**src/rtl/fft_frame_ctrl.sv**
```systemverilog
// fft_frame_ctrl: frame sequencer around an in-place radix-2 FFT core.
//   Accepts a real sample stream, feeds it to the core (load/start), captures the N output
//   bins into a local buffer while the core emits them, and streams the bins out in natural
//   order. Loading of the next frame overlaps unloading of the current one.
// Ports:
//   i_clk, i_reset_n              clock, asynchronous active-low reset
//   i_s_valid/o_s_ready/i_s_data  sample input stream
//   o_m_valid/i_m_ready/o_m_data  bin output stream ({re,im}), with o_m_index and o_m_last
//   i_abort                       synchronous abort of the frame in progress
//   o_err                         sticky compute timeout flag
//   o_busy                        core sequencer is not idle in LOAD
//   o_fft_reset/load/start/rd     core controls and sample data
//   i_fft_wd, i_fft_done          core bin data and done strobe
// Configuration macro:
//   FFT_CTRL_PRESCALE_EN  when defined, samples are arithmetically shifted right by N_2 before
//                         loading to leave bit-growth headroom; otherwise passed unmodified.
module fft_frame_ctrl #(
  parameter int unsigned WIDTH   = 16,
  parameter int unsigned N_2     = 5,
  parameter int unsigned TIMEOUT = 1023
) (
  input  logic               i_clk,
  input  logic               i_reset_n,
  input  logic               i_s_valid,
  output logic               o_s_ready,
  input  logic [WIDTH-1:0]   i_s_data,
  output logic               o_m_valid,
  input  logic               i_m_ready,
  output logic [2*WIDTH-1:0] o_m_data,
  output logic [N_2-1:0]     o_m_index,
  output logic               o_m_last,
  input  logic               i_abort,
  output logic               o_err,
  output logic               o_busy,
  output logic               o_fft_reset,
  output logic               o_fft_load,
  output logic               o_fft_start,
  output logic [WIDTH-1:0]   o_fft_rd,
  input  logic [2*WIDTH-1:0] i_fft_wd,
  input  logic               i_fft_done
);

  localparam int unsigned      N       = 1 << N_2;
  localparam int unsigned      TW      = $clog2(TIMEOUT + 1);
  localparam logic [N_2-1:0]   LastIdx = '1;
  localparam logic [TW-1:0]    TmoLast = TW'(TIMEOUT - 1);

  typedef enum logic [2:0] {StClr, StLoad, StWait, StStart, StCompute, StCapture} core_state_e;
  typedef enum logic {StEmpty, StFull} out_state_e;

  core_state_e        r_core_state, w_core_nxt;
  out_state_e         r_out_state, w_out_nxt;
  logic [N_2-1:0]     r_cnt, w_cnt_nxt;
  logic [N_2-1:0]     r_cap, w_cap_nxt;
  logic [N_2-1:0]     r_idx, w_idx_nxt;
  logic [TW-1:0]      r_tmo, w_tmo_nxt;
  logic               r_err, w_err_nxt;
  logic               r_fft_load, w_load_nxt;
  logic [WIDTH-1:0]   r_fft_rd, w_rd_nxt;
  logic [2*WIDTH-1:0] r_buf [N];
  logic               w_buf_we;
  logic [N_2-1:0]     w_buf_idx;
  logic               w_accept;
  logic [WIDTH-1:0]   w_rd_in;

`ifdef FFT_CTRL_PRESCALE_EN
  assign w_rd_in = $signed(i_s_data) >>> N_2;
`else
  assign w_rd_in = i_s_data;
`endif

  // Abort blocks acceptance so a sample offered in the abort cycle is never taken and lost.
  assign o_s_ready = (r_core_state == StLoad) & ~i_abort;
  assign w_accept  = o_s_ready & i_s_valid;

  always_comb begin
    w_core_nxt = r_core_state;
    w_out_nxt  = r_out_state;
    w_cnt_nxt  = r_cnt;
    w_cap_nxt  = r_cap;
    w_idx_nxt  = r_idx;
    w_tmo_nxt  = r_tmo;
    w_err_nxt  = r_err;
    w_load_nxt = 1'b0;
    w_rd_nxt   = r_fft_rd;
    w_buf_we   = 1'b0;
    w_buf_idx  = r_cap;

    if (w_accept) begin
      w_load_nxt = 1'b1;
      w_rd_nxt   = w_rd_in;
    end

    unique case (r_core_state)
      StClr: w_core_nxt = StLoad;
      StLoad: begin
        if (w_accept) begin
          w_cnt_nxt = r_cnt + 1'b1;
          if (r_cnt == LastIdx) w_core_nxt = StWait;
        end
      end
      // The Nth load pulse goes out during this cycle; start only once the buffer is drained.
      StWait: if (r_out_state == StEmpty) w_core_nxt = StStart;
      StStart: begin
        w_tmo_nxt  = TW'(1);
        w_core_nxt = StCompute;
      end
      StCompute: begin
        if (i_fft_done) begin
          // First done cycle already carries bin 0.
          w_buf_we   = 1'b1;
          w_buf_idx  = '0;
          w_cap_nxt  = N_2'(1);
          w_core_nxt = StCapture;
        end else if (r_tmo == TmoLast) begin
          w_err_nxt  = 1'b1;
          w_core_nxt = StClr;
        end else begin
          w_tmo_nxt = r_tmo + 1'b1;
        end
      end
      StCapture: begin
        w_buf_we  = 1'b1;
        w_cap_nxt = r_cap + 1'b1;
        if (r_cap == LastIdx) begin
          w_out_nxt  = StFull;
          w_core_nxt = StClr;
        end
      end
      default: w_core_nxt = StClr;
    endcase

    if (r_out_state == StFull && i_m_ready) begin
      w_idx_nxt = r_idx + 1'b1;
      if (r_idx == LastIdx) w_out_nxt = StEmpty;
    end

    if (i_abort) begin
      w_core_nxt = StClr;
      w_out_nxt  = StEmpty;
      w_cnt_nxt  = '0;
      w_cap_nxt  = '0;
      w_idx_nxt  = '0;
      w_err_nxt  = r_err;
      w_load_nxt = 1'b0;
      w_buf_we   = 1'b0;
    end
  end

  always_ff @(posedge i_clk or negedge i_reset_n) begin
    if (!i_reset_n) begin
      r_core_state <= StClr;
      r_out_state  <= StEmpty;
      r_cnt        <= '0;
      r_cap        <= '0;
      r_idx        <= '0;
      r_tmo        <= '0;
      r_err        <= 1'b0;
      r_fft_load   <= 1'b0;
      r_fft_rd     <= '0;
    end else begin
      r_core_state <= w_core_nxt;
      r_out_state  <= w_out_nxt;
      r_cnt        <= w_cnt_nxt;
      r_cap        <= w_cap_nxt;
      r_idx        <= w_idx_nxt;
      r_tmo        <= w_tmo_nxt;
      r_err        <= w_err_nxt;
      r_fft_load   <= w_load_nxt;
      r_fft_rd     <= w_rd_nxt;
    end
  end

  // Bin buffer holds data only; its contents are meaningless until a capture completes.
  always_ff @(posedge i_clk) begin
    if (w_buf_we) r_buf[w_buf_idx] <= i_fft_wd;
  end

  assign o_m_valid   = (r_out_state == StFull);
  assign o_m_data    = o_m_valid ? r_buf[r_idx] : '0;
  assign o_m_index   = r_idx;
  assign o_m_last    = o_m_valid & (r_idx == LastIdx);
  assign o_err       = r_err;
  assign o_fft_reset = (r_core_state == StClr);
  assign o_fft_load  = r_fft_load;
  assign o_fft_start = (r_core_state == StStart);
  assign o_fft_rd    = r_fft_rd;
  // The one-cycle CLR counts as idle so busy reads 0 straight out of reset.
  assign o_busy      = !(((r_core_state == StLoad) || (r_core_state == StClr)) && (r_cnt == '0));

endmodule
```
**config.mk**
```make
export PLATFORM = sky130hd
export DESIGN_NAME = fft_frame_ctrl
export DESIGN_NICKNAME = d
export VERILOG_FILES = /design/src/rtl/fft_frame_ctrl.sv
export SDC_FILE = /design/constraint.sdc
export NUM_CORES = 1
export LEC_CHECK = 0
export ABC_AREA = 1
export CAP_MARGIN = 20
export CORE_MARGIN = 1
export CORE_UTILIZATION = 30
export DETAILED_ROUTE_END_ITERATION = 10
export GPL_TIMING_DRIVEN = 1
export RECOVER_POWER = 100
export SLEW_MARGIN = 0
export SYNTH_ARGS = -nofsm -noshare
export SYNTH_HDL_FRONTEND = slang
export SYNTH_SLANG_ARGS = --single-unit
```
**constraint.sdc**
```tcl
create_clock -name i_clk -period 3.35 [get_ports i_clk]
set_input_delay 0.335 -clock i_clk [delete_from_list [all_inputs] [get_ports i_clk]]
set_output_delay 0.335 -clock i_clk [all_outputs]
set_load 0.05 [all_outputs]
```
==> results by group <==
Run status
  • Outcome: finished, violations left
  • Failing checks: capacitance limit, slew limit

Die
  • Overall die area: between 150000 and 200000 um^2
  • Die Width: ~390 um
  • Core Area: between 100000 and 150000 um^2
  • Height of the die: 389 um
  • Initial Util: 0.303
  • FP Rows: ~140
  • Ports: 115

Final layout
  • Multi-input gate area: 10800 um^2
  • Share of layout cells above drive strength 1: 0.0970
  • Sequential cell area: 31900 um^2
  • Most frequent cells in the layout: nand2_1, edfxtp_1, nand3_1, inv_1, nor2_1
  • Most common cell after layout, fill and taps aside: nand2_1
  • Nets: about 4.4k
  • Filler cells: roughly 14k
  • Layout area overhead: 20.1%

Power and ir drop
  • Sequential share of power: 0.519
  • PwrDens: around 530 nW/um^2
  • Total net switching power: between 6 and 7 mW
  • Total power: 28.7 mW
  • P_leak: around 21 nW
  • Comb power frac: 0.046
  • Peak supply drop: between 0.0005 and 0.0006 V
  • Internal Pwr Total: 22.4 mW
  • Switching part of the total power: 0.219
  • Clk pwr share: 0.435

Clock tree
  • Longest Clk Path Bufs: 3
  • H-tree depth: 3
  • TritonCTS clock tree: built
  • Reg clk slew, reported paths: ~0.060 ns
  • Clk sinks: around 1.1k
  • Num CTS Buffers: 110
  • Root buf cell: clkbuf_16
  • Later-pin clock latency in the skew report: approximately 0.7 ns

Worst setup path
  • Worst endpoint required time: 3.01 ns
  • Slowest stage cell on the critical path: dfrtp_4
  • Worst Path Buf+Inv: 5
  • CP max FO: 37
  • Top cell by count, worst path: nand2_1
  • Critical Path Sink Type: output port
  • Crit-path leading delay family: buffers and inverters
  • Critical path arrival: approximately 3 ns
  • Cells along the critical path: inv_16 -> buf_16 -> buf_4 -> nand2_1 -> nand3_1 -> nand3_1 -> nand2_1 -> nor2_1 -> nand2_1 -> nand2_1 -> nor2_4 -> buf_4 -> buf_12
  • Worst Setup Start Kind: register
  • CP max stage delay: between 0.5 and 0.6 ns
  • Worst reg2reg setup slack: 0.54 ns
  • Critical setup path kind: register to output port

Detailed routing
  • Avg WL per Cell: approximately 20 um
  • Final wirelength: around 130000 um
  • Post-DR vias/cell: 4.81
  • 1st-iter DRT viols: ~3.3k
  • DRT Pass-1 Iters: 6
  • Remaining DRCs: 0
  • Via count: approximately 31k
  • Post-route ant nets: 0

STA
  • RSZ-0062 raised after global routing: true
  • Fin. Hold Viols: 0
  • Fin Setup TNS: 0 ns
  • Fin crit share: 0.999
  • Headroom to the max-slew limit: -0.164
  • Clock skew: roughly 0.037 ns
  • Max-slew violation count: around 560
  • Max Freq: 299 MHz
  • Min cycle time layout: roughly 3.3 ns
  • Endpoints failing setup: 0
  • Worst-margin pin slew: about 1.7 ns

Min path
  • Worst hold path class: input pin to register

Synthesis
  • Synth top area cells: edfxtp_1, nand2_1, nand3_1
  • Seq cells post-synth: ~1.1k
  • Sequential fraction of the synthesis area: 0.711
  • Cell Area, Synth: ~45000 um^2
  • Cells after Synth: 4159
  • Synth unique cells: 30
  • Syn_nets: ~4.2k
  • Synth top area share: 0.685
  • Ys Warns: 0
  • Mean Syn Cell Area: about 11 um^2
  • Dominant cell type by area after synthesis: edfxtp_1

Place
  • Global placement routability congestion: just under 0.8
  • DP HPWL: between 70000 and 80000 um
  • I/O Buffers: 114

GRT
  • GRT Util Overall: 0.167
  • Total congestion overflow: 0
  • Pin count of the biggest net entering global routing: between 80 and 90
  • First-pass GRT wire length: approximately 190000 um
  • Initial antenna violation count: 19
  • Vias in the first global route: around 29k

Job
  • Max Cap Violations: 17
-- metal layers --
metal / part of all wire / vias to the layer above / GRT usage
met1: 0.42 / 14900 / 0.230
met4: 0.025 / 8 / 0.0491
met5: 0.00040 / - / 0
li1: - / 14300 / -
met3: 0.10 / 215 / 0.0341
met2: 0.46 / 1343 / 0.265
-- final timing paths --
path / startpoint / cells after the start / endpoint
max reg2reg: r_core_state[1] / 10 / r_buf[20][13]
max in group asynchronous: i_reset_n / 3 / o_m_index[2]
max: o_m_index[0] / 13 / o_m_data[0]
min reg2reg: o_fft_rd[7] / 2 / o_fft_rd[7]
min: i_s_data[8] / 3 / o_fft_rd[8]
min in group asynchronous: i_reset_n / 2 / r_tmo[6]
-- through the flow --
stage	util	hold WS, ns	instances	setup slack, ns	cell area [um^2]
2_1_floorplan	-	0.0394	4159	0.220	44900
3_3_place_gp	0.336	0.462	6151	0.395	49800
3_5_place_dp	0.336	0.299	6152	0.403	49800
4_1_cts	0.362	0.116	6359	-0.00203	53700
5_1_grt	0.364	0.179	6377	-0.0541	53900
6_report	0.364	0.182	6385	0.00459	53900
-- power by group through the flow --
stage	combinational [mW]	sequential [mW]	clock [mW]
6_report	1.32	14.9	12.5
5_1_grt	1.42	14.9	13.1
4_1_cts	1.34	14.9	12.6
3_5_place_dp	1.33	15.2	0
3_3_place_gp	1.32	15.2	0
2_1_floorplan	0.387	15.5	0
-- registers in the layout (all words and copies together) (netlist names) --
register,flops
o_err,1
r_core_state,3
r_tmo,10
r_cap,5
o_fft_load,1
o_fft_rd,16
r_cnt,5
o_m_index,5
r_buf,1024
o_m_valid,1
-- cell families after synthesis --
logic type,after synthesis,share of synthesized area
AOI/OAI and AO/OA,231,0.0260
xor gates and xnor gates,3,0.000585
adders and majority gates,9,0.00251
buffers and inverters,586,0.0548
DFF,1071,0.711
and+or+nand+nor,2259,0.205
-- repair_timing --
item / 4_1_cts / 5_1_grt
setup buffers: 3 / 2
hold buffers: 1 / 0
gates resized for setup: 33 / 25
cloned: 1 / 5
setup endpoints to repair: 33 / 27
hold endpoints to repair: 47 / 0
-- worst reg2reg max path: stages (launching register included) --
cell and delay [ns]:
dfrtp_1 0.39, inv_1 0.10, nand3_1 0.19, nor2_1 0.47, o21ai_1 0.20, nor2_1 0.11
o21ai_1 0.19, buf_4 0.25, buf_4 0.17, nor2_4 0.12, buf_12 0.29
-- Yosys cell counts (all sizes together) --
cell,number
nand3b,2
o22ai,1
edfxtp,1024
ha,9
nand4,4
xnor2,1
inv,366
xor2,2
a31oi,2
nand2,1344
nor3,8
o21ai,185
o21bai,1
dfrtp,47
nand3,540
a211oi,1
buf,132
or2,3
clkbuf,87
nor2,358
a21oi,41
clkinv,1
-- final cells by class --
| cell class | instances | share of cell area |
|---|---|---|
| flip-flops and latches | 1071 | 0.593 |
| multi-input cells | 2502 | 0.201 |
| repair buffers | 300 | 0.0665 |
| clock buffers | 128 | 0.0527 |
| well taps | 1930 | 0.0448 |
| inverters | 367 | 0.0264 |
| clock inverters | 74 | 0.0152 |
| diodes | 11 | 0.000511 |
| repair inverters | 2 | 0.000418 |
Power figures use the tool's default switching activity.
